[config.mk]
export PLATFORM = sky130hd
export DESIGN_NAME = set_value_editor_flat
export DESIGN_NICKNAME = d
export VERILOG_FILES = /design/src/rtl/set_value_editor_pkg.sv /design/src/rtl/set_value_editor_if.sv /design/src/rtl/set_value_editor_step_repeat.sv /design/src/rtl/set_value_editor.sv /design/src/flat_wrapper.sv
export SDC_FILE = /design/constraint.sdc
export NUM_CORES = 1
export LEC_CHECK = 0
export CAP_MARGIN = 25
export CORE_MARGIN = 2
export CORE_UTILIZATION = 50
export CTS_CLUSTER_SIZE = 10
export DETAILED_ROUTE_END_ITERATION = 6
export HOLD_SLACK_MARGIN = 0.1
export PLACE_DENSITY = 0.74
export SLEW_MARGIN = 20
export SYNTH_ARGS = -nofsm -noshare
export SYNTH_HDL_FRONTEND = slang
export SYNTH_SLANG_ARGS = --single-unit
[constraint.sdc]
create_clock -name CLK -period 6.2 [get_ports CLK]
set_input_delay 1.55 -clock CLK [delete_from_list [all_inputs] [get_ports CLK]]
set_output_delay 1.55 -clock CLK [all_outputs]
set_load 0.02 [all_outputs]
[src/rtl/set_value_editor_pkg.sv]
// Shared definitions for the set-mode editor: one-hot edit states, field widths
// and the calendar helpers used by the field arithmetic.
package set_pkg;

   typedef logic [6:0] state_t;

   localparam state_t L1 = 7'b0000001;  // idle
   localparam state_t L2 = 7'b0000010;  // hour
   localparam state_t L3 = 7'b0000100;  // minute
   localparam state_t L4 = 7'b0001000;  // second
   localparam state_t L5 = 7'b0010000;  // year
   localparam state_t L6 = 7'b0100000;  // month
   localparam state_t L7 = 7'b1000000;  // day

   localparam int HOUR_W  = 5;
   localparam int MIN_W   = 6;
   localparam int SEC_W   = 6;
   localparam int YEAR_W  = 7;
   localparam int MONTH_W = 4;
   localparam int DAY_W   = 5;

   function automatic logic [DAY_W-1:0] days_in_month(input logic [MONTH_W-1:0] month,
                                                       input logic leap);
      logic [DAY_W-1:0] dim;
      case (month)
         4'd2:                      dim = leap ? 5'd29 : 5'd28;
         4'd4, 4'd6, 4'd9, 4'd11:   dim = 5'd30;
         default:                   dim = 5'd31;
      endcase
      return dim;
   endfunction

   // Years 2000..2099 only, so divisibility by 4 is the whole leap rule.
   function automatic logic [DAY_W-1:0] clamp_day(input logic [DAY_W-1:0]   day,
                                                   input logic [MONTH_W-1:0] month,
                                                   input logic [YEAR_W-1:0]  year);
      logic [DAY_W-1:0] dim;
      dim = days_in_month(month, year[1:0] == 2'b00);
      return (day > dim) ? dim : day;
   endfunction

   function automatic logic [6:0] step_field(input logic [6:0] value,
                                              input logic [6:0] lo,
                                              input logic [6:0] hi,
                                              input logic       up);
      logic [6:0] res;
      if (up)
         res = (value >= hi) ? lo : value + 7'd1;
      else
         res = (value <= lo) ? hi : value - 7'd1;
      return res;
   endfunction

endpackage

[src/rtl/set_value_editor_if.sv]
// Bundle between the set-mode sequencer/timekeeper side (master) and the editor (slave).
interface set_value_editor_if;
   import set_pkg::*;

   state_t               CURRENT_STATE;
   logic                 UP;
   logic                 DOWN;
   logic [HOUR_W-1:0]    CUR_HOUR;
   logic [MIN_W-1:0]     CUR_MIN;
   logic [SEC_W-1:0]     CUR_SEC;
   logic [YEAR_W-1:0]    CUR_YEAR;
   logic [MONTH_W-1:0]   CUR_MONTH;
   logic [DAY_W-1:0]     CUR_DAY;
   logic [HOUR_W-1:0]    SET_HOUR;
   logic [MIN_W-1:0]     SET_MIN;
   logic [SEC_W-1:0]     SET_SEC;
   logic [YEAR_W-1:0]    SET_YEAR;
   logic [MONTH_W-1:0]   SET_MONTH;
   logic [DAY_W-1:0]     SET_DAY;
   logic                 EDITING;
   logic                 COMMIT;

   modport master (
      output CURRENT_STATE, UP, DOWN,
      output CUR_HOUR, CUR_MIN, CUR_SEC, CUR_YEAR, CUR_MONTH, CUR_DAY,
      input  SET_HOUR, SET_MIN, SET_SEC, SET_YEAR, SET_MONTH, SET_DAY,
      input  EDITING, COMMIT
   );

   modport slave (
      input  CURRENT_STATE, UP, DOWN,
      input  CUR_HOUR, CUR_MIN, CUR_SEC, CUR_YEAR, CUR_MONTH, CUR_DAY,
      output SET_HOUR, SET_MIN, SET_SEC, SET_YEAR, SET_MONTH, SET_DAY,
      output EDITING, COMMIT
   );

endinterface

[src/rtl/set_value_editor_step_repeat.sv]
// Button step generator: one step on the rising edge, then auto-repeat after a long
// hold. CLR restarts the hold timing and suppresses any step in that cycle.
module step_repeat #(
   parameter int HOLD_CYCLES   = 50_000_000,
   parameter int REPEAT_CYCLES = 10_000_000
) (
   input  logic CLK,
   input  logic RESET_N,
   input  logic BTN,
   input  logic CLR,
   output logic STEP
);

   localparam int MAX_CYCLES = (HOLD_CYCLES > REPEAT_CYCLES) ? HOLD_CYCLES : REPEAT_CYCLES;
   localparam int CNT_W      = $clog2(MAX_CYCLES + 1);

   logic             btn_prev_reg;
   logic             repeating_reg;
   logic [CNT_W-1:0] cnt_reg;
   logic [CNT_W-1:0] target;
   logic             cnt_hit;

   // First interval is the hold time, every later one the repeat time.
   assign target  = repeating_reg ? CNT_W'(REPEAT_CYCLES) : CNT_W'(HOLD_CYCLES);
   assign cnt_hit = (cnt_reg == target);
   assign STEP    = BTN & ~CLR & (~btn_prev_reg | cnt_hit);

   always_ff @(posedge CLK or negedge RESET_N) begin
      if (!RESET_N) begin
         btn_prev_reg  <= 1'b0;
         repeating_reg <= 1'b0;
         cnt_reg       <= '0;
      end else begin
         btn_prev_reg <= BTN;
         if (CLR || !BTN) begin
            cnt_reg       <= '0;
            repeating_reg <= 1'b0;
         end else if (!btn_prev_reg || cnt_hit) begin
            cnt_reg       <= CNT_W'(1);
            repeating_reg <= btn_prev_reg;
         end else begin
            cnt_reg <= cnt_reg + CNT_W'(1);
         end
      end
   end

endmodule

[src/rtl/set_value_editor.sv]
// Time/date field editor: snapshots the live values on entry, steps the selected field,
// pulses COMMIT on exit. Define SET_DOWN_EN to enable DOWN stepping.
module set_value_editor
   import set_pkg::*;
#(
   parameter int HOLD_CYCLES   = 50_000_000,
   parameter int REPEAT_CYCLES = 10_000_000
) (
   input  logic               CLK,
   input  logic               RESET_N,
   set_value_editor_if.slave  bus
);

   state_t               cur_state;
   state_t               prev_state_reg;
   logic                 state_change;
   logic                 clr_up;
   logic                 step_up;
   logic                 step_down;
   logic                 apply;
   logic                 commit_reg;

   logic [HOUR_W-1:0]    hour_reg,  hour_next;
   logic [MIN_W-1:0]     min_reg,   min_next;
   logic [SEC_W-1:0]     sec_reg,   sec_next;
   logic [YEAR_W-1:0]    year_reg,  year_next;
   logic [MONTH_W-1:0]   month_reg, month_next;
   logic [DAY_W-1:0]     day_reg,   day_next;

   assign cur_state    = $onehot(bus.CURRENT_STATE) ? bus.CURRENT_STATE : L1;
   assign state_change = (cur_state != prev_state_reg);

`ifdef SET_DOWN_EN
   logic both_pressed;
   assign both_pressed = bus.UP & bus.DOWN;
   assign clr_up       = state_change | both_pressed;

   step_repeat #(
      .HOLD_CYCLES   (HOLD_CYCLES),
      .REPEAT_CYCLES (REPEAT_CYCLES)
   ) u_down_step (
      .CLK     (CLK),
      .RESET_N (RESET_N),
      .BTN     (bus.DOWN),
      .CLR     (clr_up),
      .STEP    (step_down)
   );
`else
   wire unused_down = bus.DOWN;
   assign clr_up    = state_change;
   assign step_down = 1'b0;
`endif

   step_repeat #(
      .HOLD_CYCLES   (HOLD_CYCLES),
      .REPEAT_CYCLES (REPEAT_CYCLES)
   ) u_up_step (
      .CLK     (CLK),
      .RESET_N (RESET_N),
      .BTN     (bus.UP),
      .CLR     (clr_up),
      .STEP    (step_up)
   );

   // Steps only land in a settled edit state; entry and field-change cycles are excluded.
   assign apply = (step_up | step_down) & ~state_change & (cur_state != L1);

   always_comb begin
      hour_next  = hour_reg;
      min_next   = min_reg;
      sec_next   = sec_reg;
      year_next  = year_reg;
      month_next = month_reg;
      day_next   = day_reg;
      if (apply) begin
         case (cur_state)
            L2: hour_next = HOUR_W'(step_field(7'(hour_reg), 7'd0, 7'd23, step_up));
            L3: min_next  = MIN_W'(step_field(7'(min_reg), 7'd0, 7'd59, step_up));
            L4: sec_next  = SEC_W'(step_field(7'(sec_reg), 7'd0, 7'd59, step_up));
            L5: begin
               year_next = YEAR_W'(step_field(7'(year_reg), 7'd0, 7'd99, step_up));
               day_next  = clamp_day(day_reg, month_reg, year_next);
            end
            L6: begin
               month_next = MONTH_W'(step_field(7'(month_reg), 7'd1, 7'd12, step_up));
               day_next   = clamp_day(day_reg, month_next, year_reg);
            end
            L7: day_next = DAY_W'(step_field(7'(day_reg), 7'd1,
                                             7'(days_in_month(month_reg, year_reg[1:0] == 2'b00)),
                                             step_up));
            default: ;
         endcase
      end
   end

   always_ff @(posedge CLK or negedge RESET_N) begin
      if (!RESET_N) begin
         prev_state_reg <= L1;
         commit_reg     <= 1'b0;
         hour_reg       <= '0;
         min_reg        <= '0;
         sec_reg        <= '0;
         year_reg       <= '0;
         month_reg      <= MONTH_W'(1);
         day_reg        <= DAY_W'(1);
      end else begin
         prev_state_reg <= cur_state;
         commit_reg     <= (prev_state_reg != L1) && (cur_state == L1);
         if ((prev_state_reg == L1) && (cur_state != L1)) begin
            hour_reg  <= bus.CUR_HOUR;
            min_reg   <= bus.CUR_MIN;
            sec_reg   <= bus.CUR_SEC;
            year_reg  <= bus.CUR_YEAR;
            month_reg <= bus.CUR_MONTH;
            day_reg   <= bus.CUR_DAY;
         end else begin
            hour_reg  <= hour_next;
            min_reg   <= min_next;
            sec_reg   <= sec_next;
            year_reg  <= year_next;
            month_reg <= month_next;
            day_reg   <= day_next;
         end
      end
   end

   assign bus.SET_HOUR  = hour_reg;
   assign bus.SET_MIN   = min_reg;
   assign bus.SET_SEC   = sec_reg;
   assign bus.SET_YEAR  = year_reg;
   assign bus.SET_MONTH = month_reg;
   assign bus.SET_DAY   = day_reg;
   assign bus.EDITING   = (prev_state_reg != L1);
   assign bus.COMMIT    = commit_reg;

endmodule
[src/flat_wrapper.sv]
// flat-port wrapper written by rule: the top's interface ports become plain ports
module set_value_editor_flat import set_pkg::*;
#(
   parameter int HOLD_CYCLES   = 50_000_000,
   parameter int REPEAT_CYCLES = 10_000_000
)
  (CLK, RESET_N, bus_CURRENT_STATE, bus_UP, bus_DOWN, bus_CUR_HOUR, bus_CUR_MIN, bus_CUR_SEC, bus_CUR_YEAR, bus_CUR_MONTH, bus_CUR_DAY, bus_SET_HOUR, bus_SET_MIN, bus_SET_SEC, bus_SET_YEAR, bus_SET_MONTH, bus_SET_DAY, bus_EDITING, bus_COMMIT);
  set_value_editor_if bus_i ();
  input  logic CLK;
  input  logic RESET_N;
  input wire logic [$bits(bus_i.CURRENT_STATE)-1:0] bus_CURRENT_STATE;
  input wire logic [$bits(bus_i.UP)-1:0] bus_UP;
  input wire logic [$bits(bus_i.DOWN)-1:0] bus_DOWN;
  input wire logic [$bits(bus_i.CUR_HOUR)-1:0] bus_CUR_HOUR;
  input wire logic [$bits(bus_i.CUR_MIN)-1:0] bus_CUR_MIN;
  input wire logic [$bits(bus_i.CUR_SEC)-1:0] bus_CUR_SEC;
  input wire logic [$bits(bus_i.CUR_YEAR)-1:0] bus_CUR_YEAR;
  input wire logic [$bits(bus_i.CUR_MONTH)-1:0] bus_CUR_MONTH;
  input wire logic [$bits(bus_i.CUR_DAY)-1:0] bus_CUR_DAY;
  output wire logic [$bits(bus_i.SET_HOUR)-1:0] bus_SET_HOUR;
  output wire logic [$bits(bus_i.SET_MIN)-1:0] bus_SET_MIN;
  output wire logic [$bits(bus_i.SET_SEC)-1:0] bus_SET_SEC;
  output wire logic [$bits(bus_i.SET_YEAR)-1:0] bus_SET_YEAR;
  output wire logic [$bits(bus_i.SET_MONTH)-1:0] bus_SET_MONTH;
  output wire logic [$bits(bus_i.SET_DAY)-1:0] bus_SET_DAY;
  output wire logic [$bits(bus_i.EDITING)-1:0] bus_EDITING;
  output wire logic [$bits(bus_i.COMMIT)-1:0] bus_COMMIT;
  assign bus_i.CURRENT_STATE = bus_CURRENT_STATE;
  assign bus_i.UP = bus_UP;
  assign bus_i.DOWN = bus_DOWN;
  assign bus_i.CUR_HOUR = bus_CUR_HOUR;
  assign bus_i.CUR_MIN = bus_CUR_MIN;
  assign bus_i.CUR_SEC = bus_CUR_SEC;
  assign bus_i.CUR_YEAR = bus_CUR_YEAR;
  assign bus_i.CUR_MONTH = bus_CUR_MONTH;
  assign bus_i.CUR_DAY = bus_CUR_DAY;
  assign bus_SET_HOUR = bus_i.SET_HOUR;
  assign bus_SET_MIN = bus_i.SET_MIN;
  assign bus_SET_SEC = bus_i.SET_SEC;
  assign bus_SET_YEAR = bus_i.SET_YEAR;
  assign bus_SET_MONTH = bus_i.SET_MONTH;
  assign bus_SET_DAY = bus_i.SET_DAY;
  assign bus_EDITING = bus_i.EDITING;
  assign bus_COMMIT = bus_i.COMMIT;
  set_value_editor #(.HOLD_CYCLES(HOLD_CYCLES), .REPEAT_CYCLES(REPEAT_CYCLES)) u_core (.CLK(CLK), .RESET_N(RESET_N), .bus(bus_i));
endmodule
Word-level counts from Yosys, hierarchy flattened
Cells that the tools add are included.
- flip-flop bits (word level): 69
- word-level logic and storage cells: 159
- bits of input ports: 44
- bitwise logic cells: 7
- $add $sub $neg: 19
- eq/ne operators: 25
- magnitude comparators: 14
- muxes and demuxes: 59
- reductions and logical operators: 24
- operators with widths (kind ; count):
    2-to-1 mux 5 bit ; 19
    2-to-1 mux 26 bit ; 3
    2-to-1 mux 6 bit ; 12
    2-to-1 mux 7 bit ; 9
    2-to-1 mux 4 bit ; 8
    case mux 5 bit (2 select lines) ; 3
    adder 26 x 1 -> 26 bit (second input constant) ; 1
    == test 26 bit ; 1
    == test 4 x 3 -> 1 bit (second input constant) ; 4
    == test 4 bit (second input constant) ; 4
    case mux 5 bit (3 select lines) ; 1
    == test 7 x 1 -> 1 bit (second input constant) ; 2
    != test 7 x 1 -> 1 bit (second input constant) ; 2
    nonzero test 2 bit ; 7
    adder 6 x 1 -> 6 bit (second input constant) ; 2
    >= comparator 6 bit (second input constant) ; 2
    <= comparator 6 x 1 -> 1 bit (second input constant) ; 2
    subtractor 6 x 1 -> 6 bit (second input constant) ; 2
    adder 5 x 1 -> 5 bit (second input constant) ; 2
    greater-than comparator 5 bit ; 2
    <= comparator 5 x 1 -> 1 bit (second input constant) ; 2
    AND reduction 2 bit ; 5
    subtractor 5 x 1 -> 5 bit (second input constant) ; 2
    == test 4 x 2 -> 1 bit (second input constant) ; 2
    other kinds (33) ; 49

Depth between registers and ports, before layout
Gate-level depths: netlist of run 1.
- depth after elaboration: 22
- depth in mapped cells: 24
- mapped depth without buffers: 22

Hierarchy
A second synthesis of run 1 with hierarchy kept.
- cell total of the unflattened synthesis: 666
- area total of the unflattened synthesis: 5706.7 um^2
- by module, submodules not included (module ; times used ; seq. area each (um^2) ; area each (um^2) ; cells each):
    set_value_editor ; 1 ; 1029.7 ; 4124.0 ; 502
    step_repeat ; 1 ; 700.7 ; 1582.8 ; 164

Worst setup path before layout of run 1
Ideal clock, no wire load.
- kind: input -> register
- from: in bus_CURRENT_STATE[4]
- to: reg u_core.day_reg[4], in the netlist u_core.bus.SET_DAY[4]
- arrival: 6754 ps
- cell stages on the path: 21
- path buffers: 1
- path slack: -648 ps
- path through: ha_1 > inv_1 > fa_1 > inv_1 > ha_1 > fa_1 > nand2b_1 > or2_2 > o22ai_1 > and4b_1 > clkbuf_2 > nand2_4 > mux4_2 > or4b_1 > and2_1 > ha_1 > a211o_1 > a211oi_1 > or2_2 > a21oi_1 > a211oi_1
- longest elaborated chain between the ends: 20
- elaborated cells on any way between the ends: 47
- those cells by class: add/sub: 3; order compare: 2; eq/ne: 13; mux: 18; bitwise: 5; reduce/logical: 6
- RTL lines (item ; line ; text):
    start, declared ; flat_wrapper.sv:11 ; input wire logic [$bits(bus_i.CURRENT_STATE)-1:0] bus_CURRENT_STATE;
    adder 1 x 1 -> 2 bit (implied by the code) ; set_value_editor.sv:30 ; assign cur_state = $onehot(bus.CURRENT_STATE) ? bus.CURRENT_STATE : L1;
    adder 3 x 1 -> 3 bit (implied by the code) ; set_value_editor.sv:30 ;
    adder 3 bit (implied by the code) ; set_value_editor.sv:30 ;
    == test 3 x 1 -> 1 bit ; set_value_editor.sv:30 ;
    2-to-1 mux 7 bit (*) ; set_value_editor.sv:30 ;
    != test 7 bit ; set_value_editor.sv:31 ; assign state_change = (cur_state != prev_state_reg);
    NOT 1 bit ; set_value_editor_step_repeat.sv:26, set_value_editor.sv:66 ;
    bitwise AND 1 bit (2 in series) ; set_value_editor_step_repeat.sv:26 ; assign STEP = BTN & ~CLR & (~btn_prev_reg | cnt_hit);
    [3 not listed] ; -- ;
    == test 4 x 3 -> 1 bit (tied with other cells) ; set_value_editor_pkg.sv:25 ; case (month)
    OR reduction 4 bit / 2-to-1 mux 1 bit (equally long branches) ; set_value_editor_pkg.sv:25, set_value_editor_pkg.sv:26 ;
    case mux 5 bit (2 select lines) ; set_value_editor_pkg.sv:25 ;
    2-to-1 mux 5 bit ; set_value_editor.sv:76 ; case (cur_state)
    2-to-1 mux 5 bit ; set_value_editor.sv:75 ; if (apply) begin
    greater-than comparator 5 bit ; set_value_editor_pkg.sv:39 ; return (day > dim) ? dim : day;
    != test 3 x 1 -> 1 bit (no line) ; -- ;
    AND reduction 4 bit (no line) ; -- ;
    end signal, assigned ; set_value_editor.sv:115 ; day_reg <= bus.CUR_DAY;
    end signal, assigned ; set_value_editor.sv:122 ; day_reg <= day_next;
    end, declared ; set_value_editor.sv:28 ; logic [DAY_W-1:0] day_reg, day_next;
Every way passes the cells marked *; elsewhere a longest branch is shown, timed or not. The select of a mux whose other input is x is not followed.
A chain may end at the register's enable or synchronous reset.

Worst setup path in the final report of run 1
- from: in bus_CURRENT_STATE[5]
- to: reg u_core.day_reg[3], in the netlist u_core.bus.SET_DAY[3]
The elaborated chain is that of the path after synthesis.

==> results.py, run 1 <==
metrics = {
    "placed_design": {
        "port_buffers": 77,
        "placed_cells": 883,
        "hpwl_microns": 10500,
        "pre_cts_ws_ns": -1.05,
        "place_congestion": 0.923,
        "placed_area_sq_um": 6560,
    },
    "die": {
        "core_sq_um": 10400,
        "die_area_sq_um": 11600,
        "die_h_microns": 108,
        "boundaryPins": 79,
        "initial_utilization": 0.517,
        "rows": 37,
        "die_w_microns": 108,
    },
    "layout": {
        "drive_gt1_frac": 0.149,
        "finalInstanceArea_sq_um": 6890,
        "largest_register_ffs": 26,
        "final-instance-count-excl-fill": 903,
        "area_growth_pct": 27.9,
        "nets": 837,
        "n_antenna_cell": 0,
        "nFillCells": 881,
    },
    "yosys": {
        "synthTopCellsByArea": "dfrtp_1, ha_1, nor2_1, o21ai_0, nand2_1",
        "syn_area_sq_um": 5390,
        "synthCells": 671,
        "synth.yosys.seq_area_share": 0.321,
        "avgSynthCellArea_sq_um": 8.03,
        "synth_top_area_cell": "dfrtp_1",
        "async_flop_share": 1.00,
        "ys_warn_count": 0,
        "synthFlopType": "dfrtp_1",
        "syn-num-nets": 746,
        "synthDistinctLibCells": 66,
        "synth_top_area_frac": 0.307,
        "yosys-top-cells-count": "nor2_1, dfrtp_1, nand2_1, o21ai_0, inv_1",
        "ys_seq_elements": 69,
        "synth_most_common_cell": "nor2_1",
        "synth_edf_count": 0,
    },
    "clock_network": {
        "clockBufferDepth": 2,
        "cts_buffers": 9,
        "numClockSinks": 69,
        "holdBufCountCts": 0,
        "cts_root_buf": "clkbuf_8",
        "cts_tree": "done",
        "clk_pin_slew_ns": 0.07,
        "clk-insertion-delay-late_ns": 0.37,
        "h-tree-depth": 3,
    },
    "drt": {
        "ant_nets": 0,
        "drtIter0Drc": 498,
        "drt_pass1_iterations": 6,
        "wl_per_cell_microns": 16.3,
        "wl_microns": 14700,
        "vias": 5440,
        "viasPerCell": 6.02,
        "route.detailed.drc": 0,
    },
    "worst_setup_path": {
        "criticalPathCategory": "in2reg",
        "cp.arrival_ns": 6.49,
        "cp-end-kind": "flip-flop",
        "worstPathRequired_ns": 6.46,
        "path_max_fanout": 7,
        "crit_path_start_kind": "input port",
        "rrSetupSlack_ns": 1.67,
    },
    "power_and_ir_drop": {
        "leakagePower_uw": 0.00273,
        "switching_share": 0.461,
        "p_clk_frac": 0.131,
        "p_sw_uw": 1310,
        "p_per_area_nw_per_um2": 414,
        "ir_worst_vdd_uv": 285,
        "power_frac_seq": 0.284,
        "internal_power_uw": 1540,
        "combPwrFrac": 0.585,
    },
    "hold_path": {
        "min_path_type": "reg2reg",
    },
    "timing": {
        "setup_viol": 4,
        "slew_headroom": 0.403,
        "fin_skew_ns": 0.00973,
        "hold_violations": 0,
        "setup_ws_ns": -0.0283,
        "clock.fmax_ghz": 0.161,
        "fin_crit_ns": 6.23,
        "rsz0062_at_grt": "true",
        "tightest_slew_ns": 0.895,
        "finalMaxSlewViolations": 0,
        "period_share": 1.00,
    },
    "grt": {
        "grt_use_total": 0.267,
        "grt_max_degree": 70,
        "grt_first_pass_wirelength_microns": 24800,
        "first_global_vias": 5158,
        "gr-total-overflow": 0,
        "antenna_found_initial": 0,
    },
    "run": {
        "maxCapViolCount": 0,
    },
    "status": {
        "violations": "setup timing",
        "status": "finished with violations",
    },
}
## layout by cell type (no fill, tap or decap), types with 4 or more instances in the layout
cell type	count
a21oi_1	33
a311oi_1	4
a31oi_1	15
and2_1	4
and3_1	4
buf_4	41
buf_6	4
clkbuf_8	9
clkdlybuf4s50_1	69
dfrtp_1	66
ha_1	23
inv_1	35
mux2_2	4
mux2i_1	7
nand2_1	54
nand2b_1	4
nand3_1	33
nand3b_1	4
nand4_1	12
nor2_1	83
nor2b_1	8
nor3_1	18
nor4_1	13
nor4bb_1	5
o211ai_1	15
o21a_1	6
o21ai_0	44
o31ai_1	7
or2_2	4
or3_1	9
xnor2_1	16
xor2_1	15
## timing repair
| action | in CTS | in global routing |
|---|---|---|
| setup buffers | 3 | 1 |
| gates resized for setup | 34 | 17 |
| pin swaps | 18 | 16 |
| endpoints found under the setup margin | 5 | 5 |
## critical path, stage by stage
cell       delay [ns]
buf_8            0.10
ha_4             0.25
inv_2            0.03
fa_1             0.49
inv_1            0.04
ha_2             0.16
fa_2             0.39
xnor2_4          0.20
or2_4            0.31
o22ai_4          0.18
and4b_2          0.34
nand2_8          0.06
mux4_2           0.44
or4b_4           0.51
and2_4           0.18
ha_4             0.15
inv_2            0.04
a21oi_2          0.04
a211o_1          0.26
a211oi_4         0.30
buf_6            0.17
o2111ai_2        0.08
o211ai_1         0.13
nand2_1          0.07
## layout make-up
type | instances | area (sq um) | area share
clock buffer | 10 | 128 | 0.0185
clock inverter | 6 | 65.1 | 0.00944
inverter | 38 | 143 | 0.0207
multi-input combinational | 525 | 3570 | 0.517
sequential | 69 | 1730 | 0.251
tap | 136 | 170 | 0.0247
timing repair buffer | 119 | 1090 | 0.158
## kinds of logic (layout without fill, tap and decap cells)
family	Yosys count	count (layout)	share of synthesized area
and+or+nand+nor	281	281	0.266
AOI/OAI and AO/OA	169	169	0.204
buffers and inverters	77	173	0.0546
DFF	69	69	0.321
xor gates and xnor gates	32	32	0.0520
adders and majority gates	31	31	0.0762
muxes	12	12	0.0255
## power groups by stage
stage	logic [uW]	clock network, uW	registers [uW]
after floorplan	998	0	802
after global placement	1540	0	801
after detailed placement	1590	0	808
after CTS	1620	377	800
after global routing	1840	400	837
final	1670	373	811
## metrics by stage
step | utilization | power, uW | hold WS (ns) | setup TNS (ns)
floorplan | - | 1800 | 0.493 | -0.718
global placement | 0.629 | 2340 | 0.511 | -4.25
detailed placement | 0.629 | 2390 | 0.522 | -4.96
CTS | 0.653 | 2800 | 0.532 | -0.376
global route | 0.662 | 3080 | 0.560 | -0.567
finish | 0.662 | 2850 | 0.530 | -0.0436
## worst paths after layout
path | end | from | cells after the start
min | u_core.u_up_step.cnt_reg[0] | u_core.u_up_step.cnt_reg[0] | 1
max in group asynchronous | u_core.bus.SET_MONTH[1] | RESET_N | 2
max reg2reg | u_core.bus.SET_DAY[3] | u_core.u_up_step.cnt_reg[14] | 17
min in group asynchronous | u_core.u_up_step.cnt_reg[16] | RESET_N | 2
max | u_core.bus.SET_DAY[3] | bus_CURRENT_STATE[5] | 24
min reg2reg | u_core.u_up_step.cnt_reg[0] | u_core.u_up_step.cnt_reg[0] | 1
## per-layer routing
layer  global-route usage  vias up  routed length (microns)
li1                     -     2615                        -
met1                0.355     2638                     6620
met2                0.440      168                     7120
met3               0.0424       19                      739
met4               0.0934        0                      243
met5                    0        -                        0
No activity file was read; power rests on OpenSTA's default activity.
==> run 2, diff against run 1 <==
GPL_TIMING_DRIVEN = 1   (was not set)
==> results of run 2 <==
No change in the layout: final DEF, timing and power equal those of run 1.
==> run 3, diff against run 2 <==
--- a/config.mk
+++ b/config.mk
@@ -9,4 +9,6 @@
 export CORE_MARGIN = 2
 export CORE_UTILIZATION = 50
+export CTS_BUF_LIST = sky130_fd_sc_hd__clkbuf_2
+export CTS_CLUSTER_DIAMETER = 120
 export CTS_CLUSTER_SIZE = 10
 export DETAILED_ROUTE_END_ITERATION = 6
==> constraint.sdc (replaced) <==
create_clock -name CLK -period 6.2 [get_ports CLK]
set_input_delay 1.24 -clock CLK [delete_from_list [all_inputs] [get_ports CLK]]
set_output_delay 1.24 -clock CLK [all_outputs]
set_load 0.02 [all_outputs]
==> run 3 against run 2 <==
The flow now finishes without violations. Cell count did not move. Fmax rose by 2.6%. Via count fell by 0.29%. Worst setup slack improved by 0.16 ns. Final area fell by 2.2%. First-iteration DRC count fell by 37%.
==> results.py, run 3 (same netlist as run 1, synthesis figures left out) <==
metrics = {
    "die": {
        "die_w_microns": 108,
        "boundaryPins": 79,
        "initial_utilization": 0.517,
        "rows": 37,
        "core_sq_um": 10400,
        "die_h_microns": 108,
        "die_area_sq_um": 11600,
    },
    "layout": {
        "multi_input_area_sq_um": 3500,
        "nFillCells": 912,
        "layout_common_cells": "nor2_1, clkdlybuf4s50_1, dfrtp_1",
        "utilization": 0.647,
        "largest_register_ffs": 26,
        "nets": 838,
        "area_growth_pct": 25.1,
        "final_common_cell": "nor2_1",
        "drive_gt1_frac": 0.133,
        "finalInstanceArea_sq_um": 6740,
        "n_antenna_cell": 0,
        "ff_latch_area_sq_um": 1730,
    },
    "timing": {
        "hold_slack_ns": 0.545,
        "finalMaxSlewViolations": 0,
        "rsz0062_at_grt": "false",
        "hold_violations": 0,
        "tightest_slew_ns": 0.890,
        "setup_viol": 0,
        "setup_ws_ns": 0.131,
        "fin_skew_ns": 0.0261,
        "period_share": 0.979,
        "fin_crit_ns": 6.07,
        "slew_headroom": 0.407,
        "clock.fmax_ghz": 0.165,
    },
    "drt": {
        "vias": 5424,
        "viasPerCell": 6.01,
        "wl_per_cell_microns": 16.5,
        "ant_nets": 0,
        "wl_microns": 14900,
        "route.detailed.drc": 0,
        "drtIter0Drc": 314,
        "drt_pass1_iterations": 5,
    },
    "worst_setup_path": {
        "cp_num_cells": 21,
        "crit_path_start_kind": "input port",
        "cp_common_cell": "ha_1",
        "crit_buf_inv": 3,
        "cp.arrival_ns": 6.52,
        "critical-path-top-delay-family": "simple AND/OR/NAND/NOR gates",
        "criticalPathCategory": "in2reg",
        "cp-end-kind": "flip-flop",
        "critical_path.cell_chain": "dlygate4sd2_1, ha_1, inv_2, fa_1, inv_1, ha_2, fa_2, nand2b_4, nor3_2, o22ai_4, and4b_2, nand2_4, mux4_2, or4b_4, and2_4, ha_1, a211o_1, a211oi_4, or2_4, nand4_1, a21oi_2",
        "path_max_fanout": 7,
        "slowest_delay_ns": 0.53,
        "worstPathRequired_ns": 6.65,
        "rrSetupSlack_ns": 1.51,
        "ff2ff_path_depth": 14,
        "cp_slowest_cell": "or4b_4",
    },
    "power_and_ir_drop": {
        "internal_power_uw": 1440,
        "ir_worst_vdd_uv": 252,
        "combPwrFrac": 0.608,
        "power_frac_seq": 0.294,
        "p_per_area_nw_per_um2": 407,
        "switching_share": 0.475,
        "p_sw_uw": 1300,
        "leakagePower_uw": 0.00271,
        "p_clk_frac": 0.099,
    },
    "clock_network": {
        "h-tree-depth": 3,
        "clk_pin_slew_ns": 0.20,
        "cts_tree": "done",
        "cts_buffers": 9,
        "clk-insertion-delay-late_ns": 0.52,
        "numClockSinks": 69,
        "cts_root_buf": "clkbuf_2",
        "clockBufferDepth": 2,
    },
    "grt": {
        "antenna_found_initial": 0,
        "gr-total-overflow": 0,
        "grt_max_degree": 70,
        "grt_first_pass_wirelength_microns": 24700,
        "first_global_vias": 5126,
        "grt_use_total": 0.264,
    },
    "placed_design": {
        "hpwl_microns": 10400,
        "port_buffers": 77,
        "place_congestion": 0.883,
        "placed_area_sq_um": 6520,
        "pre_cts_ws_ns": -0.652,
    },
    "run": {
        "maxCapViolCount": 0,
    },
    "hold_path": {
        "min_path_type": "reg2reg",
        "hold_depth": 1,
    },
    "status": {
        "status": "finished clean",
    },
}
==> run 3: cell count changes in the layout (fill, tap and decap cells not counted), sizes merged <==
cell | before | now
inv | 38 | 39
buf | 47 | 44
clkdlybuf4s50 | 69 | 72
dlymetal6s2s | 0 | 1
clkbuf | 10 | 9
clkinv | 4 | 3
==> run 3: area by class of cell <==
cell class	count	share of cell area
multi-input combinational	525	0.519
sequential	69	0.257
timing repair buffer	120	0.161
tap	136	0.0252
inverter	38	0.0212
clock inverter	6	0.00947
clock buffer	9	0.00668
==> run 3: layer usage <==
layer	vias to the layer above	part of all wire	global-route usage
met4	0	0.017	0.0934
met5	-	0	0
met3	28	0.059	0.0527
met2	185	0.46	0.403
li1	2606	-	-
met1	2605	0.46	0.371
==> run 3: worst paths after layout <==
path,start,to
min in group asynchronous,RESET_N,u_core.u_up_step.cnt_reg[8]
max in group asynchronous,RESET_N,u_core.bus.SET_YEAR[3]
min,u_core.u_up_step.cnt_reg[0],u_core.u_up_step.cnt_reg[0]
max reg2reg,u_core.u_up_step.cnt_reg[14],u_core.bus.SET_DAY[0]
min reg2reg,u_core.u_up_step.cnt_reg[0],u_core.u_up_step.cnt_reg[0]
max,bus_CURRENT_STATE[4],u_core.bus.SET_DAY[0]
==> run 3: power by group through the flow <==
| stage | combinational, uW | clock, uW | sequential (uW) |
|---|---|---|---|
| 2_1_floorplan | 984 | 0 | 802 |
| 3_3_place_gp | 1550 | 0 | 796 |
| 3_5_place_dp | 1590 | 0 | 804 |
| 4_1_cts | 1630 | 278 | 796 |
| 5_1_grt | 1850 | 303 | 832 |
| 6_report | 1670 | 271 | 806 |
==> run 3: stage by stage <==
stage	total power, uW	std cells	setup TNS (ns)
after global placement	2340	885	-2.37
after CTS	2700	902	0
after floorplan	1790	671	0
after detailed placement	2400	885	-3.02
final	2740	903	0
after global routing	2980	903	0
==> run 3: worst register-to-register path: stages, from the launching register on <==
cell and delay [ns]:
dfrtp_1 0.50, or4_1 0.54, or3_4 0.39, a2111oi_4 0.35, or2b_4 0.24, nand2_4 0.06
mux4_2 0.45, or4b_4 0.53, and2_4 0.17, ha_1 0.26, a211o_1 0.29, a211oi_4 0.36
or2_4 0.20, nand4_1 0.11, a21oi_2 0.16
==> run 3: what timing repair did <==
item                       4_1_cts  5_1_grt
hold buffers                     0        0
cloned                           0        0
setup endpoints to repair        4        5
pin swaps                       10       13
setup buffers                    2        1
resized for setup               12       15
==> RTL change 1: new RTL, flow settings as in run 2 <==
The option `SET_DOWN_EN` is turned on by a define.
--- a/src/rtl/set_value_editor.sv
+++ b/src/rtl/set_value_editor.sv
@@ -1,4 +1,6 @@
 // Time/date field editor: snapshots the live values on entry, steps the selected field,
 // pulses COMMIT on exit. Define SET_DOWN_EN to enable DOWN stepping.
+`define SET_DOWN_EN
+
 module set_value_editor
    import set_pkg::*;
Check against the original RTL: not equivalent (a bounded check fails within 4 cycles, from zero or initial values and one cycle with RESET_N low).
==> RTL change 1 against run 2 <==
  * Cell area rose by 30%
  * Largest cell class unchanged
  * Sequential cell count rose by 28
  * Sequential power rose by 27%
  * Combinational power rose by 22%
  * Total power rose by 30%
  * Wire length rose by 29%
  * Setup slack improved by 74 ps
  * Area after synthesis rose by 33%
==> RTL change 1: results (changes against run 2) <==
skew_ps: 8.05  # -1.68 ps
yosys_warnings: 0  # unchanged
port_buffers: 78  # +1.3%
dp_hpwl_mm: 13.7  # +31%
track_usage: 0.254  # -0.0133
grtUsageMet3: 0.0467  # +0.00433
ff2ff_setup_slack_ps: 2000  # +330 ps
numCtsBuffers: 9  # unchanged
grt_pass1_wl_mm: 31.0  # +25%
synthDistinctLibCells: 72  # +9.1%
startpoint: "bus_CURRENT_STATE[2]"
ir_drop_uv: 333  # +17%
clock_latency_ps: 360
synthTopCellsByCount: "nor2_1, dfrtp_1, nand2_1"
ctsRootBufferMaster: "clkbuf_16"
leakagePower_nw: 3.67  # +34%
finalSetupTns_ps: 0  # +43.6 ps
crit_fanout: 8  # +1
met2_usage: 0.415  # -0.0250
async_reset_ff_frac: 1.00  # unchanged
hp-start: "u_core.u_down_step.cnt_reg[0]"
dr.pass1.iters: 5  # -1
hold_end: "u_core.u_down_step.cnt_reg[0]"
met1_length_mm: 8.56  # +29%
antenna_cells: 0  # unchanged
drive_above_1_share: 0.132  # -0.0165
min_path_cells: 1  # unchanged
wire_per_inst_um: 16.1  # -1.4%
place.gp.congestion: 0.902  # -2.3%
via_count: 6903  # +27%
grt_max_degree: 53  # -24%
r2r_end: "u_core.bus.SET_DAY[3]"
final_antenna_net_count: 0  # unchanged
clk_pin_slew_ps: 70  # about the same
cp.arrival_ps: 6410  # -80 ps
seq_area_frac_synth: 0.339  # +0.0183
timing.rr.start: "u_core.u_up_step.cnt_reg[3]"
tightest_slew_ps: 838  # -57.0 ps
rr_worst_depth: 19  # +2
outcome: "finished, final reports clean"
clockBufferDepth: 2  # unchanged
met2_length_mm: 9.07  # +27%
antenna_found_initial: 0  # unchanged
highest_layer: "met4"
first_global_vias: 6391  # +24%
fin_nets: 1071  # +28%
met3_length_mm: 1.06  # +43%
met1_usage: 0.348  # -0.00661
fillCellCount: 1174  # +33%
postSynthNetCount: 961  # +29%
drtIter0Drc: 667  # +34%
hp-class: "flip-flop to flip-flop"
synth_area_leaders: "dfrtp_1, nor2_1, ha_1"
htree_levels: 3  # unchanged
-- RTL change 1: changes by cell type in the layout (fill, tap and decap cells not counted), moves of 9 or more --
cell	delta
nor2_1	+35
dfrtp_1	+28
nand2_1	+22
nor3_1	+21
a21oi_1	+16
xor2_1	+15
buf_4	+14
and3_1	+9
clkbuf_16	+9
inv_1	+9
nand3_1	+9
o21ai_0	+9
-- RTL change 1: repair_timing --
action	4_1_cts	5_1_grt
endpoints found under the hold margin	0	0
endpoints found under the setup margin	4	4
setup buffers	7	1
resized for setup	24	29
pin swaps	13	24
hold buffers	0	0
-- RTL change 1: kinds of logic after synthesis --
logic type,share of synthesized area
XOR/XNOR,0.0634
buffers and inverters,0.0487
AO/OA/AOI/OAI,0.179
multiplexers,0.0313
adder cells (fa/ha/maj),0.0608
AND/OR/NAND/NOR,0.277
flip-flops,0.339
-- RTL change 1: layout make-up --
| type | instances | area (um2) | share of cell area |
|---|---|---|---|
| Clock buffer | 10 | 239 | 0.0266 |
| Clock inverter | 6 | 97.6 | 0.0109 |
| Inverter | 47 | 176 | 0.0197 |
| Multi-Input combinational cell | 700 | 4540 | 0.506 |
| Sequential cell | 97 | 2430 | 0.271 |
| Tap cell | 180 | 225 | 0.0251 |
| Timing Repair Buffer | 139 | 1260 | 0.140 |
-- RTL change 1: where the power goes --
group	total, mW	internal [mW]	switching [mW]
clock network	0.637	0.371	0.267
logic	2.04	0.972	1.07
registers	1.03	0.753	0.275
-- RTL change 1: critical path, cell delays in order --
cell and delay [ps]:
buf_8 100, ha_4 250, inv_2 30, fa_1 490, inv_1 40, ha_2 170, fa_2 460, nand2b_4 160
or3_4 400, xnor2_4 160, or4b_4 610, buf_6 160, o21ai_2 150, a221o_1 220, nor3b_1 70, ha_1 290
nor2b_1 140, o21ai_1 140, o32ai_2 100, a41oi_2 190, nor2_2 60, buf_6 140, o21ai_2 120, a21oi_2 40
a21o_1 150
-- RTL change 1: per-stage QoR --
step,area [um2],utilization,hold WS [ps],cells,setup WS [ps]
2_1_floorplan,7250,-,480,884,-176
3_3_place_gp,8490,0.609,516,1156,-776
3_5_place_dp,8490,0.609,519,1156,-956
4_1_cts,8900,0.639,530,1178,-31.8
5_1_grt,8970,0.644,542,1179,-144
6_report,8970,0.644,523,1179,45.3
-- RTL change 1: how the worst max path moves through the flow --
stage / to / slack (ps) / cells after the start
5_1_grt: u_core.bus.SET_DAY[2] / -140 / 25
3_5_place_dp: u_core.bus.SET_DAY[3] / -960 / 24
2_1_floorplan: u_core.bus.SET_DAY[3] / -180 / 25
6_report: u_core.bus.SET_DAY[2] / 50 / 25
4_1_cts: u_core.bus.SET_DAY[2] / -30 / 26
3_3_place_gp: u_core.bus.SET_DAY[3] / -780 / 24
==> RTL change 2: new RTL, settings of run 2 <==
Without the edit above. Make the reset (`RESET_N`) synchronous in 2 clocked blocks.
--- a/src/rtl/set_value_editor_step_repeat.sv
+++ b/src/rtl/set_value_editor_step_repeat.sv
@@ -26,5 +26,5 @@
    assign STEP    = BTN & ~CLR & (~btn_prev_reg | cnt_hit);
 
-   always_ff @(posedge CLK or negedge RESET_N) begin
+   always_ff @(posedge CLK) begin
       if (!RESET_N) begin
          btn_prev_reg  <= 1'b0;
--- a/src/rtl/set_value_editor.sv
+++ b/src/rtl/set_value_editor.sv
@@ -94,5 +94,5 @@
    end
 
-   always_ff @(posedge CLK or negedge RESET_N) begin
+   always_ff @(posedge CLK) begin
       if (!RESET_N) begin
          prev_state_reg <= L1;
Behaviour: differs if RESET_N is asserted again (counterexample within 4 cycles, from zero or initial values and one cycle with RESET_N low); with RESET_N held inactive, the same outputs for 4 cycles.
==> RTL change 2 against run 2 <==
  * The run still ends with negative setup slack left
  * Synthesized cell count up 6.1%
  * Via count up 3.3%
  * Cell area up 0.91%
  * Area after synthesis down 0.26%
  * Sequential power down 18%
  * Combinational power down 11%
  * Total power down 9.3%
  * Maximum frequency down 2.5%
  * Wire length up 3.6%
  * Sequential cell count unchanged
  * First-iteration DRC count down 10%
  * Setup slack worse by 160 ps
  * Largest cell class unchanged
  * Largest power group unchanged
  * Highest routed layer unchanged
==> RTL change 2: results (changes against run 2) <==
timing.rr.start: "u_core.u_up_step.cnt_reg[17]"
hp-class: "flip-flop to flip-flop"
fin_nets: 884  # +5.6%
wire_per_inst_um: 16.1  # -1.6%
async_reset_ff_frac: 0  # -1.00
min_path_cells: 1  # unchanged
cp.arrival_ps: 6640  # +150 ps
failed_checks: "negative setup slack"
leakagePower_nw: 2.74  # about the same
synthDistinctLibCells: 78  # +18%
met2_usage: 0.440  # +0.000449
viasPerCell: 5.91  # -1.8%
skew_ps: 13.7  # +3.93 ps
grtUsageMet3: 0.0442  # +0.00182
synth_area_leaders: "dfxtp_1, ha_1, nor2_1"
placed_area_mm2: 0.00656  # about the same
whs_ps: 498  # -32.8 ps
postSynthNetCount: 787  # +5.5%
seq_area_frac_synth: 0.257  # -0.0641
grt_max_degree: 45  # -36%
place.gp.congestion: 0.925  # +0.17%
track_usage: 0.265  # -0.00151
met1_usage: 0.345  # -0.0103
largest_reg_flops: 26  # unchanged
ff2ff_setup_slack_ps: 1670  # about the same
layout_setup_ws_ps: -186  # -157 ps
syn_avg_cell_area_um2: 7.55  # -6.0%
slew_headroom: 0.473  # +0.0703
setup_viol: 4  # unchanged
first_global_vias: 5291  # +2.6%
dp_hpwl_mm: 10.7  # +1.7%
ir_drop_uv: 228  # -20%
synthTopCellsByCount: "nor2_1, dfxtp_1, nand2_1"
dr.pass1.iters: 5  # -1
clock_latency_ps: 370  # about the same
r2r_end: "u_core.bus.SET_DAY[4]"
outcome: "finished with violations"
drtIter0Drc: 448  # -10%
synthFlopType: "dfxtp_1"
drive_above_1_share: 0.143  # -0.00612
crit_fanout: 4  # -3
hold_end: "u_core.u_up_step.cnt_reg[0]"
grt_pass1_wl_mm: 24.8  # +0.11%
htree_levels: 3  # unchanged
port_buffers: 77  # unchanged
dp.cells: 924  # +4.6%
hp-start: "u_core.u_up_step.cnt_reg[0]"
finalNonFillerCells: 950  # +5.2%
ctsRootBufferMaster: "clkbuf_8"
[RTL change 2: repair_timing]
item                       CTS  global route
resized for setup           41             7
buffers inserted             7             3
setup endpoints to repair    5             5
pin swaps                   15             5
gates cloned                 0             0
[RTL change 2: worst max path at each step]
stage,start,endpoint,slack [ps],cells after the start
final,bus_CURRENT_STATE[3],u_core.bus.SET_DAY[4],-190,25
after CTS,bus_CURRENT_STATE[3],u_core.bus.SET_DAY[4],-140,26
after global routing,bus_CURRENT_STATE[3],u_core.bus.SET_DAY[4],-300,24
after floorplan,bus_CURRENT_STATE[3],u_core.bus.SET_DAY[4],-470,25
after detailed placement,bus_CURRENT_STATE[2],u_core.bus.SET_DAY[0],-1130,24
after global placement,bus_CURRENT_STATE[2],u_core.bus.SET_DAY[0],-1060,26
[RTL change 2: area by class of cell]
type                            count  area, um2
Fill cell                         909       3420
Tap cell                          136        170
Clock buffer                        9        124
Sequential cell                    69       1380
Multi-Input combinational cell    564       3860
Inverter                           37        139
Clock inverter                      7        104
Timing Repair Buffer              128       1180
[RTL change 2: power by group]
group	total (mW)	switching (mW)	internal, mW	leakage, nW
combinational	1.48	0.763	0.719	2.06
sequential	0.669	0.155	0.514	0.560
clock	0.435	0.203	0.233	0.115
[RTL change 2: metal layers]
| layer | routed length, um | part of all wire |
|---|---|---|
| met1 | 6820 | 0.45 |
| met2 | 7220 | 0.47 |
| met3 | 854 | 0.056 |
| met4 | 352 | 0.023 |
| met5 | 0 | 0 |
[RTL change 2: cells by family (layout without fill, tap and decap cells)]
kind of cell | count (synthesis) | count (layout) | synth area share
muxes | 10 | 10 | 0.0198
buffers and inverters | 79 | 181 | 0.0594
xor gates and xnor gates | 31 | 31 | 0.0519
adders and majority gates | 31 | 31 | 0.0764
and+or+nand+nor | 305 | 305 | 0.304
AOI/OAI and AO/OA | 187 | 187 | 0.232
DFF | 69 | 69 | 0.257
[RTL change 2: metrics by stage]
| step | setup WS [ps] | setup TNS (ps) | power (mW) |
|---|---|---|---|
| 3_5_place_dp | -1130 | -5240 | 2.04 |
| 5_1_grt | -296 | -979 | 2.76 |
| 2_1_floorplan | -474 | -1250 | 1.59 |
| 6_report | -186 | -499 | 2.59 |
| 3_3_place_gp | -1060 | -4610 | 2.00 |
| 4_1_cts | -136 | -263 | 2.55 |
[RTL change 2: worst max-delay path, stage by stage]
cell and delay [ps]:
buf_6 100, ha_4 250, inv_2 30, fa_1 500, inv_1 50, ha_2 170, fa_2 400, nand2b_4 160
or2_4 260, o22a_1 240, buf_4 150, nand4bb_4 260, nor2_4 150, o211ai_1 180, a31oi_2 200, buf_4 150
nand3_1 60, and2_1 150, ha_1 300, a211oi_2 180, o21ai_1 80, or3_4 360, mux2_4 310, a211o_1 220
o21ba_1 160
